$ cat src/rtl/uart_pkg.sv
// Shared definitions for the parametrised UART: FSM state encodings, idle line level
// and a constant-width helper.
package uart_pkg;

    localparam logic IDLE_LEVEL = 1'b1;

    localparam logic [2:0] TX_IDLE   = 3'd0;
    localparam logic [2:0] TX_START  = 3'd1;
    localparam logic [2:0] TX_DATA   = 3'd2;
    localparam logic [2:0] TX_PARITY = 3'd3;
    localparam logic [2:0] TX_STOP   = 3'd4;

    localparam logic [2:0] RX_IDLE      = 3'd0;
    localparam logic [2:0] RX_START     = 3'd1;
    localparam logic [2:0] RX_DATA      = 3'd2;
    localparam logic [2:0] RX_PARITY    = 3'd3;
    localparam logic [2:0] RX_STOP      = 3'd4;
    localparam logic [2:0] RX_WAIT_HIGH = 3'd5;

    // Bits needed to hold 0..value-1, never less than one.
    function automatic int clog2(input int value);
        int w;
        w = 1;
        while ((1 << w) < value) w++;
        return w;
    endfunction

endpackage

$ cat src/rtl/uart_tick_gen.sv
// BAUD_DIV prescaler: one-cycle tick every BAUD_DIV clocks, restarted by a synchronous clear.
module uart_tick_gen
    import uart_pkg::*;
#(
    parameter int BAUD_DIV = 27
) (
    input  logic clk,
    input  logic rst_n,
    input  logic clr_i,
    output logic tick_o
);

    localparam int CW = clog2(BAUD_DIV);

    logic [CW-1:0] cnt_q, cnt_d;

    assign tick_o = (cnt_q == CW'(BAUD_DIV - 1));

    always_comb begin
        // NOTE: every always_comb output gets a default first, so no path can infer a latch.
        cnt_d = cnt_q + 1'b1;
        if (clr_i || tick_o) cnt_d = '0;
    end

    // NOTE: sequential state is written with non-blocking (<=) assignments only.
    always_ff @(posedge clk or negedge rst_n) begin
        if (!rst_n) cnt_q <= '0;
        else        cnt_q <= cnt_d;
    end

endmodule

$ cat src/rtl/uart_trx_param.sv
// Parametrised full-duplex UART: valid/ready byte side, oversampled RX with false-start,
// framing and overrun detection. Define UART_PARITY_EN to add a parity bit to every frame.
module uart_trx_param
    import uart_pkg::*;
#(
    parameter int DATA_BITS  = 8,
    parameter int BAUD_DIV   = 27,
    parameter int OVERSAMPLE = 16,
    parameter int STOP_BITS  = 1,
    parameter bit PARITY_ODD = 1'b0
) (
    input  logic                 clk,
    input  logic                 rst_n,
    input  logic [DATA_BITS-1:0] tx_data,
    input  logic                 tx_valid,
    output logic                 tx_ready,
    output logic                 txd,
    input  logic                 rxd,
    output logic [DATA_BITS-1:0] rx_data,
    output logic                 rx_valid,
    input  logic                 rx_ready,
    output logic                 rx_frame_err,
    output logic                 rx_parity_err,
    output logic                 rx_overrun
);

    localparam int TW = clog2(OVERSAMPLE);
    localparam int BW = clog2(DATA_BITS);
    localparam logic [TW-1:0] T_LAST = TW'(OVERSAMPLE - 1);
    localparam logic [TW-1:0] T_HALF = TW'(OVERSAMPLE / 2 - 1);
    localparam logic [BW-1:0] B_LAST = BW'(DATA_BITS - 1);
    localparam logic [BW-1:0] S_LAST = BW'(STOP_BITS - 1);

    // ------------------------------------------------------------------ TX
    logic [2:0]           tx_state_q, tx_state_d;
    logic [DATA_BITS-1:0] tx_shift_q, tx_shift_d;
    logic [TW-1:0]        tx_tcnt_q, tx_tcnt_d;
    logic [BW-1:0]        tx_bcnt_q, tx_bcnt_d;
    logic                 tx_par_q, tx_par_d;
    logic                 txd_q, txd_d;
    logic                 tx_tick, tx_accept, tx_bit_end;

    assign tx_ready   = (tx_state_q == TX_IDLE);
    assign tx_accept  = tx_valid && tx_ready;
    assign tx_bit_end = tx_tick && (tx_tcnt_q == T_LAST);
    assign txd        = txd_q;

    uart_tick_gen #(.BAUD_DIV(BAUD_DIV)) u_tx_tick (
        .clk    (clk),
        .rst_n  (rst_n),
        .clr_i  (tx_accept),
        .tick_o (tx_tick)
    );

    always_comb begin
        tx_state_d = tx_state_q;
        tx_shift_d = tx_shift_q;
        tx_tcnt_d  = tx_tcnt_q;
        tx_bcnt_d  = tx_bcnt_q;
        tx_par_d   = tx_par_q;
        if (tx_state_q != TX_IDLE && tx_tick) tx_tcnt_d = tx_bit_end ? '0 : tx_tcnt_q + 1'b1;
        case (tx_state_q)
            TX_IDLE: if (tx_accept) begin
                tx_state_d = TX_START;
                tx_shift_d = tx_data;
                tx_tcnt_d  = '0;
                tx_bcnt_d  = '0;
                tx_par_d   = (^tx_data) ^ PARITY_ODD;
            end
            TX_START: if (tx_bit_end) tx_state_d = TX_DATA;
            TX_DATA: if (tx_bit_end) begin
                tx_shift_d = tx_shift_q >> 1;
                if (tx_bcnt_q == B_LAST) begin
                    tx_bcnt_d = '0;
`ifdef UART_PARITY_EN
                    tx_state_d = TX_PARITY;
`else
                    tx_state_d = TX_STOP;
`endif
                end else begin
                    tx_bcnt_d = tx_bcnt_q + 1'b1;
                end
            end
`ifdef UART_PARITY_EN
            TX_PARITY: if (tx_bit_end) tx_state_d = TX_STOP;
`endif
            TX_STOP: if (tx_bit_end) begin
                if (tx_bcnt_q == S_LAST) tx_state_d = TX_IDLE;
                else                     tx_bcnt_d  = tx_bcnt_q + 1'b1;
            end
            default: tx_state_d = TX_IDLE;
        endcase
    end

    // txd is registered from the next state so the line never glitches between bits.
    always_comb begin
        case (tx_state_d)
            TX_START:  txd_d = ~IDLE_LEVEL;
            TX_DATA:   txd_d = tx_shift_d[0];
            TX_PARITY: txd_d = tx_par_d;
            default:   txd_d = IDLE_LEVEL;
        endcase
    end

    always_ff @(posedge clk or negedge rst_n) begin
        if (!rst_n) begin
            tx_state_q <= TX_IDLE;
            tx_shift_q <= '0;
            tx_tcnt_q  <= '0;
            tx_bcnt_q  <= '0;
            tx_par_q   <= 1'b0;
            txd_q      <= IDLE_LEVEL;
        end else begin
            tx_state_q <= tx_state_d;
            tx_shift_q <= tx_shift_d;
            tx_tcnt_q  <= tx_tcnt_d;
            tx_bcnt_q  <= tx_bcnt_d;
            tx_par_q   <= tx_par_d;
            txd_q      <= txd_d;
        end
    end

    // ------------------------------------------------------------------ RX
    logic                 rx_sync1_q, rx_sync2_q, rx_s;
    logic [2:0]           rx_state_q, rx_state_d;
    logic [TW-1:0]        rx_tcnt_q, rx_tcnt_d;
    logic [BW-1:0]        rx_bcnt_q, rx_bcnt_d;
    logic [DATA_BITS-1:0] rx_shift_q, rx_shift_d;
    logic                 rx_done_q, rx_done_d;
    logic                 rx_ferr_q, rx_ferr_d;
    logic                 rx_tick, rx_mid_start, rx_mid_bit;
    logic [DATA_BITS-1:0] rx_data_q;
    logic                 rx_valid_q, rx_frame_err_q, rx_parity_err_q, rx_overrun_q;
`ifdef UART_PARITY_EN
    logic                 rx_perr_q, rx_perr_d;
`else
    logic                 rx_perr_q;
    assign rx_perr_q = 1'b0;
`endif

    assign rx_s         = rx_sync2_q;
    assign rx_mid_start = rx_tick && (rx_tcnt_q == T_HALF);
    assign rx_mid_bit   = rx_tick && (rx_tcnt_q == T_LAST);

    uart_tick_gen #(.BAUD_DIV(BAUD_DIV)) u_rx_tick (
        .clk    (clk),
        .rst_n  (rst_n),
        .clr_i  (1'b0),
        .tick_o (rx_tick)
    );

    always_comb begin
        rx_state_d = rx_state_q;
        rx_tcnt_d  = rx_tick ? rx_tcnt_q + 1'b1 : rx_tcnt_q;
        rx_bcnt_d  = rx_bcnt_q;
        rx_shift_d = rx_shift_q;
        rx_ferr_d  = rx_ferr_q;
        rx_done_d  = 1'b0;
`ifdef UART_PARITY_EN
        rx_perr_d  = rx_perr_q;
`endif
        case (rx_state_q)
            RX_IDLE: begin
                rx_tcnt_d = '0;
                if (!rx_s) rx_state_d = RX_START;
            end
            RX_START: if (rx_mid_start) begin
                rx_tcnt_d  = '0;
                rx_bcnt_d  = '0;
                rx_state_d = rx_s ? RX_IDLE : RX_DATA;
            end
            RX_DATA: if (rx_mid_bit) begin
                rx_tcnt_d  = '0;
                rx_shift_d = {rx_s, rx_shift_q[DATA_BITS-1:1]};
                if (rx_bcnt_q == B_LAST) begin
                    rx_bcnt_d = '0;
`ifdef UART_PARITY_EN
                    rx_state_d = RX_PARITY;
`else
                    rx_state_d = RX_STOP;
`endif
                end else begin
                    rx_bcnt_d = rx_bcnt_q + 1'b1;
                end
            end
`ifdef UART_PARITY_EN
            RX_PARITY: if (rx_mid_bit) begin
                rx_tcnt_d  = '0;
                rx_perr_d  = rx_s ^ (^rx_shift_q) ^ PARITY_ODD;
                rx_state_d = RX_STOP;
            end
`endif
            // A low stop bit may be a break; hold off new frames until the line recovers.
            RX_STOP: if (rx_mid_bit) begin
                rx_tcnt_d  = '0;
                rx_done_d  = 1'b1;
                rx_ferr_d  = ~rx_s;
                rx_state_d = rx_s ? RX_IDLE : RX_WAIT_HIGH;
            end
            RX_WAIT_HIGH: if (rx_s) rx_state_d = RX_IDLE;
            default: rx_state_d = RX_IDLE;
        endcase
    end

    always_ff @(posedge clk or negedge rst_n) begin
        if (!rst_n) begin
            rx_sync1_q <= IDLE_LEVEL;
            rx_sync2_q <= IDLE_LEVEL;
            rx_state_q <= RX_IDLE;
            rx_tcnt_q  <= '0;
            rx_bcnt_q  <= '0;
            rx_shift_q <= '0;
            rx_ferr_q  <= 1'b0;
            rx_done_q  <= 1'b0;
        end else begin
            rx_sync1_q <= rxd;
            rx_sync2_q <= rx_sync1_q;
            rx_state_q <= rx_state_d;
            rx_tcnt_q  <= rx_tcnt_d;
            rx_bcnt_q  <= rx_bcnt_d;
            rx_shift_q <= rx_shift_d;
            rx_ferr_q  <= rx_ferr_d;
            rx_done_q  <= rx_done_d;
        end
    end

`ifdef UART_PARITY_EN
    always_ff @(posedge clk or negedge rst_n) begin
        if (!rst_n) rx_perr_q <= 1'b0;
        else        rx_perr_q <= rx_perr_d;
    end
`endif

    // A completed frame is dropped only if the held word is not being consumed this cycle.
    always_ff @(posedge clk or negedge rst_n) begin
        if (!rst_n) begin
            rx_data_q       <= '0;
            rx_valid_q      <= 1'b0;
            rx_frame_err_q  <= 1'b0;
            rx_parity_err_q <= 1'b0;
            rx_overrun_q    <= 1'b0;
        end else begin
            rx_overrun_q <= 1'b0;
            if (rx_done_q) begin
                if (!rx_valid_q || rx_ready) begin
                    rx_data_q       <= rx_shift_q;
                    rx_valid_q      <= 1'b1;
                    rx_frame_err_q  <= rx_ferr_q;
                    rx_parity_err_q <= rx_perr_q;
                end else begin
                    rx_overrun_q <= 1'b1;
                end
            end else if (rx_valid_q && rx_ready) begin
                rx_valid_q      <= 1'b0;
                rx_frame_err_q  <= 1'b0;
                rx_parity_err_q <= 1'b0;
            end
        end
    end

    assign rx_data       = rx_data_q;
    assign rx_valid      = rx_valid_q;
    assign rx_frame_err  = rx_frame_err_q;
    assign rx_parity_err = rx_parity_err_q;
    assign rx_overrun    = rx_overrun_q;

endmodule

$ cat config.mk
export PLATFORM = sky130hd
export DESIGN_NAME = uart_trx_param
export DESIGN_NICKNAME = d
export VERILOG_FILES = /design/src/rtl/uart_pkg.sv /design/src/rtl/uart_tick_gen.sv /design/src/rtl/uart_trx_param.sv
export SDC_FILE = /design/constraint.sdc
export NUM_CORES = 1
export LEC_CHECK = 0
export CAP_MARGIN = 20
export CELL_PAD_IN_SITES_DETAIL_PLACEMENT = 0
export CELL_PAD_IN_SITES_GLOBAL_PLACEMENT = 1
export CORE_MARGIN = 2
export CORE_UTILIZATION = 49
export CTS_BUF_LIST = sky130_fd_sc_hd__clkbuf_16
export DETAILED_ROUTE_END_ITERATION = 10
export PLACE_DENSITY_LB_ADDON = 0.1
export SKIP_CTS_REPAIR_TIMING = 1
export SLEW_MARGIN = 20
export SYNTH_ARGS = -nofsm -noshare
export SYNTH_HDL_FRONTEND = slang
export SYNTH_HIERARCHICAL = 1
export SYNTH_SLANG_ARGS = --single-unit
$ cat constraint.sdc
create_clock -name clk -period 5.5 [get_ports clk]
set_input_delay 1.1 -clock clk [delete_from_list [all_inputs] [get_ports clk]]
set_output_delay 1.1 -clock clk [all_outputs]
set_load 0.02 [all_outputs]
Word-level counts from Yosys, hierarchy flattened. Index checks and enable logic that the tools add are counted.

Register bits: 64. Output and inout port bits: 14. Logic and storage cells: 137. Input port bits: 13.

Multiplexer cells: 53. Reductions and logical operators: 27. Add/sub/neg operators: 6. Bitwise operators: 1. Equal/unequal tests: 28.

Operator list (number): 2-to-1 mux 3 bit (21); 2-to-1 mux 4 bit (7); inequality test 2 bit (second input constant) (9); 2-to-1 mux 8 bit (2); case mux 8 bit (2 select lines) (1); equality test 3 bit (second input constant) (5); case mux 3 bit (5 select lines) (1); 2-to-1 mux 1 bit (13); equality test 3 x 2 -> 1 bit (second input constant) (4); case mux 3 bit (4 select lines) (1); case mux 4 bit (3 select lines) (1); adder 5 x 1 -> 5 bit (second input constant) (2); equality test 5 bit (second input constant) (2); 2-to-1 mux 5 bit (2); equality test 3 x 1 -> 1 bit (second input constant) (3); zero test 3 bit (3); case mux 3 bit (3 select lines) (1); adder 4 x 1 -> 4 bit (second input constant) (2); equality test 4 bit (second input constant) (2); AND reduction 2 bit (4); parity 8 bit (1); adder 3 x 1 -> 3 bit (second input constant) (2); logical AND 1 bit (6); case mux 3 bit (2 select lines) (1); other kinds (13) (19).

Longest topological paths before layout. Gate-level depths: netlist of run 1.

Word-level depth: 6. Depth in mapped cells: 10. Depth with buffers taken out: 7.

Hierarchy. Netlist of run 1, hierarchy kept.

Modules (own cells, without submodules): uart_trx_param (area an instance 2427.3 um^2, instances 1, cells an instance 213, sequential area each 1305.0 um^2); uart_tick_gen (area an instance 284.0 um^2, instances 2, cells an instance 22, sequential area each 125.1 um^2).

Worst setup path before layout of run 1. No wires, ideal clock.

Path kind: reg-to-output. Start point: reg tx_state_q[2]. End point: out tx_ready. Setup slack: 3.323 ns. Arrival: 1.077 ns. Cell stages (with the launch flop): 4. Data required time: 4.400 ns. Buffers on the path: 1. Cells stage by stage: dfrtp_1 > buf_6 > or3_1 > inv_2.

Longest elaborated chain between the ends: 1.

RTL lines: start: declaration (RTL line uart_trx_param.sv:35) `logic [2:0] tx_state_q, tx_state_d;`; start signal: assignment (RTL line uart_trx_param.sv:114) `tx_state_q <= tx_state_d;`; zero test 3 bit (RTL line uart_trx_param.sv:43) `assign tx_ready = (tx_state_q == TX_IDLE);`; end: declaration (RTL line uart_trx_param.sv:16) `output logic tx_ready,`.

No other way between the ends.

Final worst setup path of run 1. Same ends and word-level chain as after synthesis.

==> results of run 1 <==
## per-layer routing
layer  track usage  up-vias  wire length (µm)
met5             0        -                 0
met4        0.0700        0                57
met3        0.0707        5               216
met2         0.254       26              2360
met1         0.239      982              2660
li1              -      998                 -
## final cells by class
cell class | instances | share of cell area
flip-flops and latches | 62 | 0.434
clock inverters | 7 | 0.0206
clock buffers | 9 | 0.0628
inverters | 14 | 0.0147
repair buffers | 26 | 0.0705
multi-input cells | 176 | 0.371
well taps | 75 | 0.0262
## power breakdown
part | internal, mW | leakage [nW] | total, mW | switching [mW]
sequential | 0.495 | 0.824 | 0.528 | 0.0332
combinational | 0.0549 | 0.667 | 0.115 | 0.0599
clock | 0.351 | 0.136 | 0.558 | 0.207
## sequential cells by signal (all words and copies together) (netlist names), 3 cells and up
register,count
rx_bcnt_q,3
rx_data,8
rx_shift_q,8
rx_state_q,3
rx_tcnt_q,4
tx_bcnt_q,3
tx_shift_q,8
tx_state_q,3
tx_tcnt_q,4
u_rx_tick/cnt_q,5
u_tx_tick/cnt_q,5
## logic make-up after synthesis
group	synth area share
simple gates	0.180
flops	0.519
compound gates	0.102
mux	0.0915
buf+inv	0.0426
fa+ha+maj	0.0459
xor+xnor	0.0175
other cells	0.00125
## per-stage QoR
stage                     std cells  utilization  area [µm²]  hold slack, ps  power (mW)
after floorplan                 262            -        3010             345       0.611
final                           369        0.605        3580             354        1.20
after detailed placement        353        0.555        3290             347       0.652
after global routing            369        0.605        3580             358        1.26
after CTS                       369        0.605        3580             355        1.22
after global placement          353        0.555        3290             347       0.650
## worst max-delay path, stage by stage (launching register included)
cell and delay (ps):
dfrtp_1 510, or3_1 500, inv_2 130, clkdlybuf4s50_1 610
## Yosys cell counts (3+ instances only)
cell	instances
o21ai_0	7
buf_2	3
nand2b_1	5
inv_1	13
a21oi_1	12
dfstp_2	3
nor2_1	8
nand2_1	22
nor4_1	4
ha_1	11
and3_1	3
a22oi_1	6
nor3_1	10
buf_6	4
xor2_1	3
nor4_4	4
dfrtp_1	59
xnor2_1	3
nand4_1	4
nand3_1	4
and4_1	4
mux2_2	18
nor2b_1	3
mux2i_1	6
o21bai_1	4
## final timing paths
kind	slack, ps	startpoint	to	cells after the start
worst min register to register	350	rx_sync1_q	rx_s	0
max in group asynchronous	4060	rst_n	tx_tcnt_q[0]	2
worst max register to register	2970	u_rx_tick/cnt_q[0]	rx_shift_q[1]	6
min in group asynchronous	920	rst_n	u_tx_tick/cnt_q[1]	2
worst max-delay path	2320	tx_state_q[2]	tx_ready	3
worst min-delay path	350	rx_sync1_q	rx_s	0
## layout by cell type (no fill, tap or decap), types with 3 or more instances in the layout
master           instances
ha_1                    11
nor4_1                   4
xor2_1                   3
clkinvlp_4               3
nor4_4                   4
dfrtp_1                 59
clkdlybuf4s50_1         24
nor2_1                   8
xnor2_1                  3
nor3_1                  10
and3_1                   3
mux2_2                  18
nand2b_1                 5
nand3_1                  4
a22oi_1                  6
nand2_1                 22
nand4_1                  4
inv_1                   13
and4_1                   4
o21bai_1                 4
conb_1                   6
a21oi_1                 12
clkbuf_16                9
dfstp_2                  3
o21ai_0                  7
nor2b_1                  3
mux2i_1                  6
==> results_dict.tcl, run 1 <==
set metrics [dict create \
    h-tree-depth 3 \
    synth_cells 257 \
    vias 2011 \
    fmax_mhz 314 \
    io_pins 27 \
    maxCapViolCount 0 \
    path_clk_slew_ps 50 \
    drc 0 \
    setup_tns_ps 0 \
    initial_utilization 0.506 \
    ir_drop_mv 0.206 \
    ys_types 52 \
    routabilityCongestion 0.765 \
    setup_ws_ps 2320 \
    ys.warnings.count 6 \
    grt_overflow 0 \
    outcome "complete, no violations" \
    n_fill_cell 501 \
    tightest_slew_ps 791 \
    ant_nets 0 \
    grt_antenna_before_repair 0 \
    die_area_mm2 0.00675 \
    cts_max_path_buffers 2 \
    fin_skew_ps 4.79 \
    fin_crit_ps 3180 \
    end_kind "output pin" \
    cts_buffers 9 \
    dr.pass1.iters 4 \
    cp.required_ps 4400 \
    first_iter_violations 99 \
    worst-endpoint-arrival_ps 2080 \
    hold_class "reg -> reg" \
    antenna-diode-count 0 \
    final_hold_viol_count 0 \
    coreArea_mm2 0.00592 \
    grt_setup_unrepaired "no" \
    ys_seq_elements 62 \
    avgViaCountPerCell 5.45 \
    relSlewSlack 0.470 \
    synth_ff_type "dfrtp_1" \
    ys_seq_area_frac 0.519 \
    grt_start_max_net_pins 63 \
    clkSinkCount 62 \
    dp_hpwl_um 3570 \
    clockRootBuffer "clkbuf_16" \
    leakage_nw 1.63 \
    die_x_um 82.2 \
    syn_area_mm2 0.00300 \
    drv_slew 0 \
    synth_area_per_cell_um2 11.7 \
    grt_pass1_vias 1881 \
    synth_top_area_share 0.493 \
    setup_viol 0 \
    cp_max_fo 10 \
    numPortBuffers 25 \
    wirelength_um 5300 \
    synth_edf_count 0 \
    seq_area_mm2 0.00156 \
    p_per_area_mw_per_mm2 335 \
    post_drt_wl_per_cell_um 14.4 \
    synthTopCellsByArea "dfrtp_1, mux2_2, ha_1" \
    synth_top_cell_by_area "dfrtp_1" \
    cts_tree "yes" \
    start_kind "flop" \
    timing.final.crit_share 0.578 \
    clkLatencyLatePin_ps 330 \
    nets 313 \
    pre_cts_ws_ps 2260 \
    critical_path_class "reg -> out" \
    grt_use_total 0.177 \
    syn2layout_area_growth_pct 19.7 \
    die_h_um 82.2 \
    grt_first_pass_wirelength_um 8860 \
    drive_gt1_frac 0.167 \
    async_flop_share 1.00 \
    rows 28 \
    multi_input_area_mm2 0.00133 \
]
Power figures use the tool's default switching activity.
==> inputs of run 2 (changes only) <==
--- a/config.mk
+++ b/config.mk
@@ -9,7 +9,7 @@
 export CELL_PAD_IN_SITES_DETAIL_PLACEMENT = 0
 export CELL_PAD_IN_SITES_GLOBAL_PLACEMENT = 1
 export CORE_MARGIN = 2
-export CORE_UTILIZATION = 49
+export CORE_UTILIZATION = 46
 export CTS_BUF_LIST = sky130_fd_sc_hd__clkbuf_16
 export DETAILED_ROUTE_END_ITERATION = 10
 export PLACE_DENSITY_LB_ADDON = 0.1
==> constraint.sdc (replaced) <==
create_clock -name clk -period 3.2 [get_ports clk]
set_input_delay 0.64 -clock clk [delete_from_list [all_inputs] [get_ports clk]]
set_output_delay 0.64 -clock clk [all_outputs]
set_load 0.02 [all_outputs]
==> run 2 against run 1 <==
Effect of this change: utilization decreased by 2.6 points; critical endpoint unchanged; critical path type unchanged; final area increased by 2.0%; die area increased by 6.2%; combinational power increased by 73%; flip-flop and latch count unchanged; register-to-register slack got worse by 1900 ps; sequential power increased by 72%; sequential share of layout area decreased by 0.86 points; total power increased by 83%; clock-buffer cell count unchanged; non-clock buffer count increased by 4; wire length increased by 1.6%.
==> results_dict.tcl, run 2 (synthesis gave the netlist of run 1 again) <==
set metrics [dict create \
    cp.buffers_inverters 2 \
    die_h_um 84.7 \
    outcome "complete, no violations" \
    rows 29 \
    dr.pass1.iters 4 \
    fin_skew_ps 5.15 \
    critical_path_class "reg -> out" \
    cp.required_ps 2560 \
    coreArea_mm2 0.00631 \
    final_core_util 0.579 \
    io_pins 27 \
    whs_path_depth 0 \
    hold_class "reg -> reg" \
    avgViaCountPerCell 5.34 \
    drc 0 \
    timing.final.crit_share 0.838 \
    grt_pass1_vias 1980 \
    setup_tns_ps 0 \
    grt_antenna_before_repair 0 \
    tightest_slew_ps 846 \
    grt_use_total 0.167 \
    final_common_cell "dfrtp_1" \
    final_hold_viol_count 0 \
    cts_tree "yes" \
    syn2layout_area_growth_pct 22.1 \
    r2r_slack_ps 1050 \
    post_drt_wl_per_cell_um 14.3 \
    vias 2004 \
    r2r_cells 7 \
    die_area_mm2 0.00717 \
    drv_slew 0 \
    clkLatencyLatePin_ps 320 \
    min_to "rx_s" \
    ir_drop_mv 0.442 \
    worstPathCellList "or3_1 -> inv_2 -> clkdlybuf4s50_1" \
    numPortBuffers 25 \
    grt_overflow 0 \
    first_iter_violations 68 \
    drive_gt1_frac 0.178 \
    clkSinkCount 62 \
    grt_start_max_net_pins 40 \
    die_x_um 84.7 \
    grt_first_pass_wirelength_um 9400 \
    power_mw 2.20 \
    ant_nets 0 \
    end_kind "output pin" \
    hold_start "rx_sync1_q" \
    path_clk_slew_ps 50 \
    nets 317 \
    worst-endpoint-arrival_ps 2040 \
    dp_hpwl_um 3700 \
    p_per_area_mw_per_mm2 602 \
    fmax_mhz 373 \
    routabilityCongestion 0.843 \
    r2r-end "tx_bcnt_q[2]" \
    clockRootBuffer "clkbuf_16" \
    mostFrequentLayoutCells "dfrtp_1, clkdlybuf4s50_1, nand2_1" \
    initial_utilization 0.474 \
    maxCapViolCount 0 \
    setup_viol 0 \
    setup.worst_path.start "tx_state_q[2]" \
    start_kind "flop" \
    cp_slowest_stage_delay_ps 610 \
    cts_max_path_buffers 2 \
    cts_buffers 9 \
    crit_slowest_cell "clkdlybuf4s50_1" \
    relSlewSlack 0.436 \
    cp_max_fo 10 \
    grt_setup_unrepaired "no" \
    h-tree-depth 3 \
    wirelength_um 5380 \
    n_fill_cell 561 \
    timing.rr.start "u_tx_tick/cnt_q[0]" \
    antenna-diode-count 0 \
    crit_family "buffers and inverters" \
    leakage_nw 1.67 \
    fin_crit_ps 2680 \
]
-- run 2: cell types whose count changed in the layout (fill, tap and decap cells not counted), sizes merged --
cell,delta
buf,+4
bufinv,+2
clkinv,-1
clkinvlp,-1
-- run 2: per-layer routing --
metal  share of wire  routed length [µm]  GRT usage
met1            0.52                2780      0.236
met2            0.44                2370      0.237
met3           0.029                 154     0.0482
met4           0.014                  75     0.0750
met5               0                   0          0
-- run 2: layout make-up --
class | count | area (µm²) | share of cell area
flip-flops and latches | 62 | 1560 | 0.425
multi-input cells | 176 | 1330 | 0.364
repair buffers | 30 | 283 | 0.0773
clock buffers | 9 | 225 | 0.0616
clock inverters | 7 | 114 | 0.0311
well taps | 77 | 96.3 | 0.0263
inverters | 14 | 52.6 | 0.0144
-- run 2: worst max path at each step --
stage	end	depth (start not counted)
final	tx_ready	3
after detailed placement	tx_ready	3
after global placement	tx_ready	3
after floorplan	txd	10
after CTS	tx_ready	3
after global routing	tx_ready	3
-- run 2: power breakdown --
part           internal, mW  switching, mW  leakage (nW)
logic                0.0960          0.103         0.688
clock network         0.755          0.338         0.163
registers             0.851         0.0587         0.824
total                  1.70          0.500          1.67
-- run 2: stage by stage --
stage / worst slack (ps) / cells / hold WS [ps] / cell area, µm²
floorplan: 1030 / 262 / 344 / 3010
global placement: 861 / 359 / 358 / 3320
detailed placement: 851 / 359 / 360 / 3320
CTS: 509 / 375 / 362 / 3660
global route: 412 / 375 / 371 / 3660
finish: 517 / 375 / 364 / 3660
